File: config.mk
export PLATFORM = sky130hd
export DESIGN_NAME = apb_requester_arbiter
export DESIGN_NICKNAME = d
export VERILOG_FILES = /design/src/rtl/apb_arb_pkg.sv /design/src/rtl/rr_arbiter.sv /design/src/rtl/apb_requester_arbiter.sv
export SDC_FILE = /design/constraint.sdc
export NUM_CORES = 1
export LEC_CHECK = 0
export ABC_AREA = 1
export CORE_MARGIN = 2
export CORE_UTILIZATION = 39
export CTS_CLUSTER_DIAMETER = 150
export DETAILED_ROUTE_END_ITERATION = 6
export GPL_ROUTABILITY_DRIVEN = 0
export PLACE_DENSITY = 0.81
export SYNTH_ARGS = -nofsm -noshare
export SYNTH_HDL_FRONTEND = slang
export SYNTH_HIERARCHICAL = 1
export SYNTH_SLANG_ARGS = --single-unit
File: constraint.sdc
create_clock -name m_apb_aclk -period 1.75 [get_ports m_apb_aclk]
set_input_delay 0.35 -clock m_apb_aclk [delete_from_list [all_inputs] [get_ports m_apb_aclk]]
set_output_delay 0.35 -clock m_apb_aclk [all_outputs]
set_load 0.05 [all_outputs]
File: src/rtl/apb_arb_pkg.sv
// Shared definitions for apb_requester_arbiter: FSM state encoding,
// index-width helper and the default ACCESS-phase timeout.
package apb_arb_pkg;

  typedef enum logic [1:0] {
    IDLE   = 2'b00,
    SETUP  = 2'b01,
    ACCESS = 2'b10
  } apb_state_e;

  localparam int DEFAULT_TIMEOUT_CYCLES = 64;

  // Bits needed to index n items; never narrower than one bit.
  function automatic int clog2(input int n);
    int w;
    w = 1;
    while ((1 << w) < n) w++;
    return w;
  endfunction

endpackage

File: src/rtl/rr_arbiter.sv
// Round-robin arbiter: combinational one-hot grant searched from a registered
// pointer; the pointer moves past the winner on each advance strobe.
module rr_arbiter
  import apb_arb_pkg::*;
#(
  parameter int NUM_REQ = 2,
  localparam int IDX_W  = clog2(NUM_REQ)
) (
  input  logic               clk,
  input  logic               rst_n,
  input  logic [NUM_REQ-1:0] req_i,
  input  logic               advance_i,
  output logic [NUM_REQ-1:0] gnt_o,
  output logic [IDX_W-1:0]   idx_o
);

  logic [IDX_W-1:0] ptr_q, ptr_d;
  logic [IDX_W:0]   sum;
  logic [IDX_W-1:0] cand;
  logic             found;

  always_comb begin
    // NOTE: every signal written here gets a default first, so no path can infer a latch.
    gnt_o = '0;
    idx_o = '0;
    sum   = '0;
    cand  = '0;
    found = 1'b0;
    for (int k = 0; k < NUM_REQ; k++) begin
      sum = {1'b0, ptr_q} + (IDX_W+1)'(k);
      if (sum >= (IDX_W+1)'(NUM_REQ)) sum = sum - (IDX_W+1)'(NUM_REQ);
      cand = sum[IDX_W-1:0];
      if (!found && req_i[cand]) begin
        found       = 1'b1;
        gnt_o[cand] = 1'b1;
        idx_o       = cand;
      end
    end
  end

  assign ptr_d = (idx_o == IDX_W'(NUM_REQ - 1)) ? '0 : idx_o + IDX_W'(1);

  always_ff @(posedge clk or negedge rst_n) begin
    if (!rst_n)         ptr_q <= '0;
    else if (advance_i) ptr_q <= ptr_d;
  end

endmodule

File: src/rtl/apb_requester_arbiter.sv
// APB requester sharing one completer between NUM_REQ local requesters.
// Optional ACCESS-phase timeout abort is enabled by defining APB_ARB_TIMEOUT_EN.
module apb_requester_arbiter
  import apb_arb_pkg::*;
#(
  parameter int ADDR_WIDTH     = 32,
  parameter int DATA_WIDTH     = 32,
  parameter int NUM_REQ        = 2,
  parameter int TIMEOUT_CYCLES = DEFAULT_TIMEOUT_CYCLES
) (
  input  logic                          m_apb_aclk,
  input  logic                          m_apb_aresetn,
  input  logic [NUM_REQ-1:0]            req_valid,
  output logic [NUM_REQ-1:0]            req_ready,
  input  logic [NUM_REQ*ADDR_WIDTH-1:0] req_addr,
  input  logic [NUM_REQ-1:0]            req_write,
  input  logic [NUM_REQ*DATA_WIDTH-1:0] req_wdata,
  output logic [NUM_REQ-1:0]            rsp_valid,
  output logic [DATA_WIDTH-1:0]         rsp_rdata,
  output logic                          rsp_slverr,
  output logic [ADDR_WIDTH-1:0]         m_apb_paddr,
  output logic                          m_apb_psel,
  output logic                          m_apb_penable,
  output logic                          m_apb_pwrite,
  output logic [DATA_WIDTH-1:0]         m_apb_pwdata,
  input  logic [DATA_WIDTH-1:0]         m_apb_prdata,
  input  logic                          m_apb_pready,
  input  logic                          m_apb_pslverr
);

  localparam int IDX_W = clog2(NUM_REQ);

  logic [ADDR_WIDTH-1:0] addr_a  [NUM_REQ];
  logic [DATA_WIDTH-1:0] wdata_a [NUM_REQ];

  for (genvar i = 0; i < NUM_REQ; i++) begin : g_unpack
    assign addr_a[i]  = req_addr[i*ADDR_WIDTH +: ADDR_WIDTH];
    assign wdata_a[i] = req_wdata[i*DATA_WIDTH +: DATA_WIDTH];
  end

  logic [NUM_REQ-1:0]    gnt;
  logic [IDX_W-1:0]      gnt_idx;
  logic                  advance;
  apb_state_e            state_q;
  logic [IDX_W-1:0]      owner_q;
  logic [ADDR_WIDTH-1:0] paddr_q;
  logic                  psel_q, penable_q, pwrite_q;
  logic [DATA_WIDTH-1:0] pwdata_q;
  logic [NUM_REQ-1:0]    rsp_valid_q;
  logic [DATA_WIDTH-1:0] rsp_rdata_q;
  logic                  rsp_slverr_q;

  assign advance = (state_q == IDLE) && (|req_valid);

  rr_arbiter #(.NUM_REQ(NUM_REQ)) u_rr (
    .clk       (m_apb_aclk),
    .rst_n     (m_apb_aresetn),
    .req_i     (req_valid),
    .advance_i (advance),
    .gnt_o     (gnt),
    .idx_o     (gnt_idx)
  );

  // The only unregistered output; held low during reset like everything else.
  assign req_ready = (advance && m_apb_aresetn) ? gnt : '0;

`ifdef APB_ARB_TIMEOUT_EN
  localparam int TMO_W = clog2(TIMEOUT_CYCLES);
  logic [TMO_W-1:0] tmo_cnt_q;
`endif

  always_ff @(posedge m_apb_aclk or negedge m_apb_aresetn) begin
    if (!m_apb_aresetn) begin
      // NOTE: datapath registers are cleared too, so every output reads 0 straight out of reset.
      state_q      <= IDLE;
      owner_q      <= '0;
      paddr_q      <= '0;
      psel_q       <= 1'b0;
      penable_q    <= 1'b0;
      pwrite_q     <= 1'b0;
      pwdata_q     <= '0;
      rsp_valid_q  <= '0;
      rsp_rdata_q  <= '0;
      rsp_slverr_q <= 1'b0;
`ifdef APB_ARB_TIMEOUT_EN
      tmo_cnt_q    <= '0;
`endif
    end else begin
      // NOTE: non-blocking assignments, so every register samples pre-edge values.
      rsp_valid_q <= '0;
      case (state_q)
        IDLE: if (advance) begin
          state_q   <= SETUP;
          owner_q   <= gnt_idx;
          psel_q    <= 1'b1;
          penable_q <= 1'b0;
          paddr_q   <= addr_a[gnt_idx];
          pwrite_q  <= req_write[gnt_idx];
          pwdata_q  <= req_write[gnt_idx] ? wdata_a[gnt_idx] : '0;
        end
        SETUP: begin
          state_q   <= ACCESS;
          penable_q <= 1'b1;
`ifdef APB_ARB_TIMEOUT_EN
          tmo_cnt_q <= '0;
`endif
        end
        ACCESS: begin
          if (m_apb_pready) begin
            state_q              <= IDLE;
            psel_q               <= 1'b0;
            penable_q            <= 1'b0;
            rsp_valid_q[owner_q] <= 1'b1;
            rsp_rdata_q          <= pwrite_q ? '0 : m_apb_prdata;
            rsp_slverr_q         <= m_apb_pslverr;
          end
`ifdef APB_ARB_TIMEOUT_EN
          // Last allowed ACCESS cycle without pready: abort with an error response.
          else if (tmo_cnt_q == TMO_W'(TIMEOUT_CYCLES - 1)) begin
            state_q              <= IDLE;
            psel_q               <= 1'b0;
            penable_q            <= 1'b0;
            rsp_valid_q[owner_q] <= 1'b1;
            rsp_rdata_q          <= '0;
            rsp_slverr_q         <= 1'b1;
          end else begin
            tmo_cnt_q <= tmo_cnt_q + TMO_W'(1);
          end
`endif
        end
        default: state_q <= IDLE;
      endcase
    end
  end

  assign rsp_valid     = rsp_valid_q;
  assign rsp_rdata     = rsp_rdata_q;
  assign rsp_slverr    = rsp_slverr_q;
  assign m_apb_paddr   = paddr_q;
  assign m_apb_psel    = psel_q;
  assign m_apb_penable = penable_q;
  assign m_apb_pwrite  = pwrite_q;
  assign m_apb_pwdata  = pwdata_q;

endmodule

* After elaboration in Yosys (flattened, before gate mapping)
Cells that the tools add are included.
Storage, ports and cells: register bits 106, bits in latches 0, memory bits (writable) 0, memories 0, logic and storage cells 86, memory bits (read-only) 0
Cells by class: bitwise logic cells 2, add/subtract/negate cells 4, eq/ne operators 4, shift-type cells 0, magnitude comparators 10, $mul 0, muxes and demuxes 39, div/mod/pow operators 0, reductions and logical operators 16
Operator list (count):
- two-way mux 32 bit | 8
- two-way mux 1 bit | 18
- two-way mux 2 bit | 7
- < comparator 1 x 2 -> 1 bit, second input constant | 4
- logical AND 1 bit | 6
- case mux 2 bit (3 select lines) | 1
- AND reduction 2 bit | 3
- AND reduction 3 bit | 2
- greater-or-equal comparator 2 bit, second input constant | 2
- inequality test 2 bit, second input constant | 2
- demux 1 bit (select 1 bit) | 3
- greater-or-equal comparator 1 bit, second input constant | 3
- case mux 1 bit (3 select lines) | 1
- nonzero test 3 bit | 1
- adder 1 x 1 -> 2 bit, second input constant | 1
- equality test 2 x 1 -> 1 bit, second input constant | 1
- equality test 2 bit, second input constant | 1
- greater-or-equal comparator 1 x 2 -> 1 bit, second input constant | 1
- logical NOT 2 bit | 1
- NOT 1 -> 2 bit | 1
- bitwise OR 2 bit | 1
- case mux 1 bit (2 select lines) | 1
- nonzero test 2 bit | 1
- OR reduction 2 bit | 1
- 3 further kinds | 4

* Longest topological paths before layout
Gate-level depths: netlist of run 1.
depth after elaboration 13, mapped depth 10, gate-level depth less buffers 8

* By module
The synthesis of run 1 kept the hierarchy.
Modules (own cells, without submodules):
- apb_requester_arbiter | times used 1, seq. area each 2627.5 µm², cells each 665, area an instance 4898.4 µm²
- rr_arbiter | times used 1, seq. area each 25.0 µm², cells each 11, area an instance 65.1 µm²

* Worst setup path after synthesis of run 1
No wires, ideal clock.
kind register to output, start point register state_q[1], end point output port req_ready[0], arrival 1830 ps, required time 1400 ps, path buffers 1, slack -430 ps, stages on the path, launching flop included 5, path through dfrtp_1 nor2_1 o21ai_2 buf_2 nor3_1
Between the ends: cells in the longest elaborated chain, start to end 4
Ends and longest elaborated chain:
- from (decl) | line apb_requester_arbiter.sv:44 | apb_state_e state_q;
- from (signal assigned) | line apb_requester_arbiter.sv:75 | state_q <= IDLE;
- from (signal assigned) | line apb_requester_arbiter.sv:93 | state_q <= SETUP;
- from (signal assigned) | line apb_requester_arbiter.sv:102 | state_q <= ACCESS;
- logical NOT 2 bit | line apb_requester_arbiter.sv:53 | assign advance = (state_q == IDLE) && (|req_valid);
- logical AND 1 bit | line apb_requester_arbiter.sv:53
- logical AND 1 bit | line apb_requester_arbiter.sv:65 | assign req_ready = (advance && m_apb_aresetn) ? gnt : '0;
- two-way mux 2 bit | line apb_requester_arbiter.sv:65
- to (decl) | line apb_requester_arbiter.sv:14 | output logic [NUM_REQ-1:0] req_ready,
Every way passes these cells.

* Final worst setup path of run 1
Same ends and word-level chain as after synthesis.

==> reports/results.tsv, run 1 <==
stage	metric	value	unit
power	p_per_area	1980	nW/µm²
floorplan	die_h	117	µm
sta	setup_violations	0	
detailed_routing	dr.pass1.iters	4	
floorplan	placementRows	41	
worst_hold_path	hp-class	in2async	
place	dpl.cell_count	1096	
floorplan	io_pins	272	
sta	hold_ws	0.0997	ns
finish	fillers	1108	
setup_path	critPathMaxFanout	3	
detailed_routing	vias	5124	
setup_path	worst-setup-path-type	reg2out	
power	peakVddDrop	0.000968	V
clock_network	clkLatencyLatePin	0.35	ns
setup_path	crit_path_start	state_q[1]	
yosys	netlist_area	4960	µm²
power	p_leak	0.00428	µW
floorplan	die_w	117	µm
clock_network	cts_sinks	106	
detailed_routing	via_per_inst	4.60	
finish	layout.nets	1106	
job	cap_violations	0	
grt	antenna_found_initial	0	
clock_network	cts_root_buf	clkbuf_16	
sta	worst_pin_slew	0.545	ns
place	post-dp-hpwl	10.8	mm
clock_network	cts.clk_slew.worst_paths	0.07	ns
setup_path	critPathLaunchType	flop	
floorplan	coreArea	12500	µm²
yosys	yosysUniqueCellTypes	17	
yosys	yosysTopAreaCell	dfrtp_1	
grt	grt_pass1_wl	22.7	mm
yosys	synthCells	676	
yosys	ys_ff_latch	106	
yosys	yosysSeqAreaShare	53.4	%
sta	slew_violations	0	
setup_path	cp_slowest_cell	dfrtp_2	
place	port_buffers	271	
detailed_routing	drtIter0Drc	379	
detailed_routing	met2_length	7.45	mm
yosys	synth_edf_count	0	
detailed_routing	wl_met3	1.23	mm
grt	grt_usage	21.4	%
yosys	synth_top_flop_cell	dfrtp_1	
floorplan	initial_core_util	39.7	%
sta	max_slew_margin	63.7	%
sta	min_period	1.73	ns
sta	skew	0.00591	ns
setup_path	r2r_start	state_q[1]	
finish	final_cells	1115	
setup_path	cp-end-kind	primary output	
clock_network	cts_tree	built	
clock_network	htreeDepth	3	
sta	fin_crit_sh	98.7	%
detailed_routing	top_layer	met4	
yosys	syn_area_per_cell	7.34	µm²
finish	n_antenna_cell	0	
detailed_routing	avgRoutedWirePerCell	13.5	µm
sta	hold_violations	0	
setup_path	max_stage_delay	0.44	ns
detailed_routing	ant_nets	0	
grt	grt_pass1_vias	4637	
setup_path	crit_chain	nor2_4 > o21ai_4 > nor3_2 > buf_4 > buf_12	
clock_network	holdBufCountCts	0	
status	status	completed	
detailed_routing	finalWirelength	15.1	mm
grt	grt_max_degree	107	
yosys	postSynth.asyncResetShare	100	%
clock_network	numCtsBuffers	9	
detailed_routing	drt-met1-wl	6.03	mm
sta	timing.fmax	579	MHz
yosys	syn-num-nets	844	
clock_network	clockBufferDepth	2	
detailed_routing	drc_errors	0	
floorplan	dieArea	13600	µm²
yosys	ys_top_cells_by_area	dfrtp_1 (53%), nand2_1 (33%), o21ai_0 (3.5%)	
finish	area_delta_synth_final	61.9	%
finish	drive_above_1_share	16.5	%
grt	grt-ovfl-total	0	
sta	rsz0062_at_grt	yes	
yosys	ys_warn_count	6	
yosys	netlist.area_leader.share	53.4	%
setup_path	cp.arrival	1.38	ns
setup_path	worstPathRequired	1.40	ns
[synthesized netlist by cell type (3+ instances only)]
master	number
buf_1	3
buf_2	25
buf_6	4
dfrtp_1	106
clkbuf_1	7
nand3_1	33
inv_1	9
nor2_1	6
nand2_1	438
o21ai_0	35
[worst max-delay path: cells and delay by family, from the launching register on]
kind / cells / cell delay (ns)
buffers and inverters: 2 / 0.26
AND/OR/NAND/NOR: 2 / 0.24
flip-flops: 1 / 0.44
AO/OA/AOI/OAI: 1 / 0.09
[layout make-up]
type | count | area [µm²] | share of cell area (%)
clock buffers | 12 | 256 | 3.19
flip-flops and latches | 106 | 2650 | 33.0
inverters | 11 | 41.3 | 0.514
repair buffers | 292 | 2730 | 34.0
clock inverters | 4 | 50.0 | 0.623
multi-input cells | 518 | 2090 | 26.0
well taps | 172 | 215 | 2.68
[logic make-up after synthesis]
kind of cell,Yosys count,synth area share (%)
simple gates,481,37.4
flops,106,53.4
buf+inv,52,5.32
compound gates,37,3.81
[repair_timing]
item                                   in CTS  in global routing
setup endpoints to repair                   2                  2
resized for setup                          10                  1
endpoints found under the hold margin       0                  0
buffers inserted                            2                  1
pin swaps                                   1                  0
[sequential cells by signal, indices dropped and copies added, names as in the netlist, named ones only]
name / cells
m_apb_paddr: 32
m_apb_penable: 1
m_apb_psel: 1
m_apb_pwdata: 32
m_apb_pwrite: 1
owner_q: 1
rsp_rdata: 32
rsp_slverr: 1
rsp_valid: 2
state_q: 2
[where the power goes]
group / switching (µW) / internal [µW]
clock network: 871 / 1190
logic: 6680 / 2900
registers: 679 / 3630
total: 8230 / 7710
[final timing paths]
| kind | to | slack (ns) | cells after the start |
|---|---|---|---|
| hold reg to reg | rsp_valid[0] | 0.47 | 1 |
| setup reg to reg | owner_q | 0.31 | 7 |
| min in group m_apb_aclk | rsp_valid[0] | 0.47 | 1 |
| max in group asynchronous | state_q[1] | 1.26 | 2 |
| hold / removal | m_apb_psel | 0.1 | 2 |
| setup / recovery | req_ready[0] | 0.02 | 5 |
[placed cells by master, fill, tap and decap left out, drive strengths merged]
cell type / synthesis / routed
nand2: 438 / 438
clkdlybuf4s50: 0 / 164
buf: 34 / 126
dfrtp: 106 / 106
o21ai: 36 / 36
nand3: 34 / 34
clkbuf: 7 / 12
inv: 11 / 11
nor2: 7 / 7
nor3: 2 / 2
clkinvlp: 0 / 2
dlygate4sd2: 0 / 2
clkinv: 0 / 1
bufinv: 0 / 1
a21oi: 1 / 1
[metrics by stage]
stage          total power, µW  worst slack, ns  area (µm²)  utilization (%)  TNS, ns
2_1_floorplan            10600           -0.430        4960                -   -0.861
3_3_place_gp             13800           -0.214        7680             61.4    -9.03
3_5_place_dp             13900           -0.224        7680             61.4   -11.66
4_1_cts                  16100          0.00603        8030             64.1        0
5_1_grt                  16900          -0.0430        8040             64.2  -0.0704
6_report                 15900           0.0226        8040             64.2        0
[per-layer routing]
metal / vias up / track usage, %
li1: 2590 / -
met1: 2315 / 26.1
met2: 194 / 36.1
met3: 25 / 5.51
met4: 0 / 9.02
met5: - / 0
(Power assumes the default switching activity.)
==> run 2: changes to the inputs <==
- SLEW_MARGIN: not set -> 20
==> results of run 2 <==
The final DEF is identical to that of run 1; final timing and power are the same.
==> run 3: changes to the inputs <==
- CORE_UTILIZATION: 39 -> 42
- PLACE_DENSITY: 0.81 -> 0.86
- clock period: 1.75 -> 2.16 ns (I/O delays scaled with it)
==> reports/results.tsv, run 3 (same netlist as run 1, synthesis figures left out) <==
stage	metric	value	unit	change
status	status	completed		
finish	final_cells	1077		-3.4%
finish	layout.nets	1097		-0.81%
place	port_buffers	271		unchanged
detailed_routing	dr.pass1.iters	6		+2
grt	grt-ovfl-total	0		unchanged
grt	met1_usage	29.7	%	+3.6 points
clock_network	cts_resized	1		-9
detailed_routing	ant_nets	0		unchanged
grt	grt_util_met2	39.4	%	+3.3 points
grt	grt_max_degree	69		-36%
floorplan	die_h	113	µm	-3.5%
finish	n_antenna_cell	0		unchanged
sta	worst_pin_slew	0.664	ns	+0.119 ns
clock_network	htreeDepth	3		unchanged
finish	drive_above_1_share	4.28	%	-12 points
clock_network	postCtsSetupBuffers	0		-2
setup_path	cp.arrival	1.62	ns	+0.24 ns
sta	fin_crit_sh	95.0	%	
sta	slew_violations	0		unchanged
grt	busiest_layer	met2		
clock_network	cts_sinks	106		unchanged
detailed_routing	vias	5135		+0.21%
detailed_routing	avgRoutedWirePerCell	13.9	µm	+2.7%
clock_network	cts_tree	built		
setup_path	critPathMaxFanout	2		-1
clock_network	holdBufCountCts	0		unchanged
floorplan	placementRows	39		-4.9%
floorplan	die_w	113	µm	-3.5%
sta	tns	0	ns	unchanged
sta	min_period	2.05	ns	
clock_network	numCtsBuffers	9		unchanged
floorplan	dieArea	12700	µm²	-6.9%
power	p_leak	0.00410	µW	-4.3%
grt	grt_pass1_wl	24.1	mm	+6.1%
grt	grt_usage	23.5	%	+2.1 points
power	p_per_area	1610	nW/µm²	-19%
floorplan	io_pins	272		unchanged
detailed_routing	finalWirelength	14.9	mm	-0.81%
place	dpl.cell_count	1061		-3.2%
grt	grt_pass1_vias	4809		+3.7%
clock_network	cts_root_buf	clkbuf_16		
detailed_routing	via_per_inst	4.77		+3.8%
clock_network	clockBufferDepth	2		unchanged
sta	timing.fmax	487	MHz	
sta	rsz0062_at_grt	no		
place	post-dp-hpwl	10.6	mm	-1.9%
worst_hold_path	hp-class	in2async		
sta	hold_violations	0		unchanged
job	cap_violations	0		unchanged
grt	grtUsageMet3	5.30	%	-0.21 points
clock_network	clkLatencyLatePin	0.34	ns	about the same
setup_path	critPathLaunchType	primary input		
sta	max_slew_margin	55.8	%	-7.9 points
finish	fillers	907		-18%
setup_path	cp-end-kind	primary output		
power	peakVddDrop	0.00111	V	+14%
sta	setup_violations	0		unchanged
grt	antenna_found_initial	0		unchanged
clock_network	cts.clk_slew.worst_paths	0.08	ns	about the same
floorplan	coreArea	11500	µm²	-8.4%
setup_path	worst-setup-path-type	in2out		
detailed_routing	drtIter0Drc	335		-12%
finish	mostFrequentLayoutCells	nand2_1 (437), clkdlybuf4s50_1 (266), dfrtp_1 (106)		
finish	area_delta_synth_final	64.2	%	
sta	skew	0.0112	ns	+0.00531 ns
detailed_routing	drc_errors	0		unchanged
finish	final_common_cell	nand2_1		
floorplan	initial_core_util	43.3	%	+3.6 points
setup_path	worstPathRequired	1.73	ns	+0.33 ns
[run 3: final timing paths]
kind / from / end / slack, ns / cells past startpoint
worst min register to register: m_apb_paddr[19] / m_apb_paddr[19] / 0.47 / 2
worst max-delay path: req_valid[0] / req_ready[0] / 0.11 / 6
worst min-delay path: m_apb_aresetn / m_apb_penable / 0.26 / 2
max in group asynchronous: m_apb_aresetn / rsp_rdata[23] / 1.46 / 2
min in group m_apb_aclk: m_apb_paddr[19] / m_apb_paddr[19] / 0.47 / 2
worst max register to register: flop / m_apb_pwdata[20] / 0.75 / 8
[run 3: through the flow]
| step | cell area, µm² | total power [µW] | util [%] | setup WS, ns | hold slack, ns |
|---|---|---|---|---|---|
| 3_3_place_gp | 7830 | 11400 | 68.3 | -0.0184 | 0.453 |
| 5_1_grt | 8150 | 13900 | 71.1 | 0.0111 | 0.304 |
| 4_1_cts | 8150 | 13200 | 71.0 | 0.0282 | 0.281 |
| 3_5_place_dp | 7830 | 11500 | 68.3 | -0.0570 | 0.457 |
| 6_report | 8150 | 13100 | 71.1 | 0.108 | 0.256 |
| 2_1_floorplan | 4960 | 8580 | - | -0.102 | 0.136 |
[run 3: layout make-up]
cell class | count | area, µm² | share of cell area [%]
clock buffers | 10 | 239 | 2.93
well taps | 143 | 179 | 2.20
multi-input cells | 518 | 2070 | 25.4
flip-flops and latches | 106 | 2650 | 32.6
clock inverters | 6 | 73.8 | 0.906
inverters | 11 | 41.3 | 0.507
repair buffers | 283 | 2900 | 35.5
[run 3: where the power goes]
group | total, µW | switching, µW | leakage, µW | internal [µW]
clock | 1700 | 750 | 0.000154 | 946
combinational | 7930 | 5370 | 0.00258 | 2560
sequential | 3470 | 530 | 0.00136 | 2940
total | 13100 | 6650 | 0.00410 | 6440
[run 3: critical path, stage by stage]
cell	delay [ns]
clkdlybuf4s50_1	0.48
inv_1	0.05
a21oi_1	0.11
inv_1	0.05
nor3_1	0.31
buf_12	0.19
[run 3: metal layers]
layer	wire [µm]	vias to the layer above	part of all wire (%)
li1	-	2578	-
met1	6000	2313	40
met2	7420	210	50
met3	1150	34	7.7
met4	368	0	2.5
met5	0	-	0
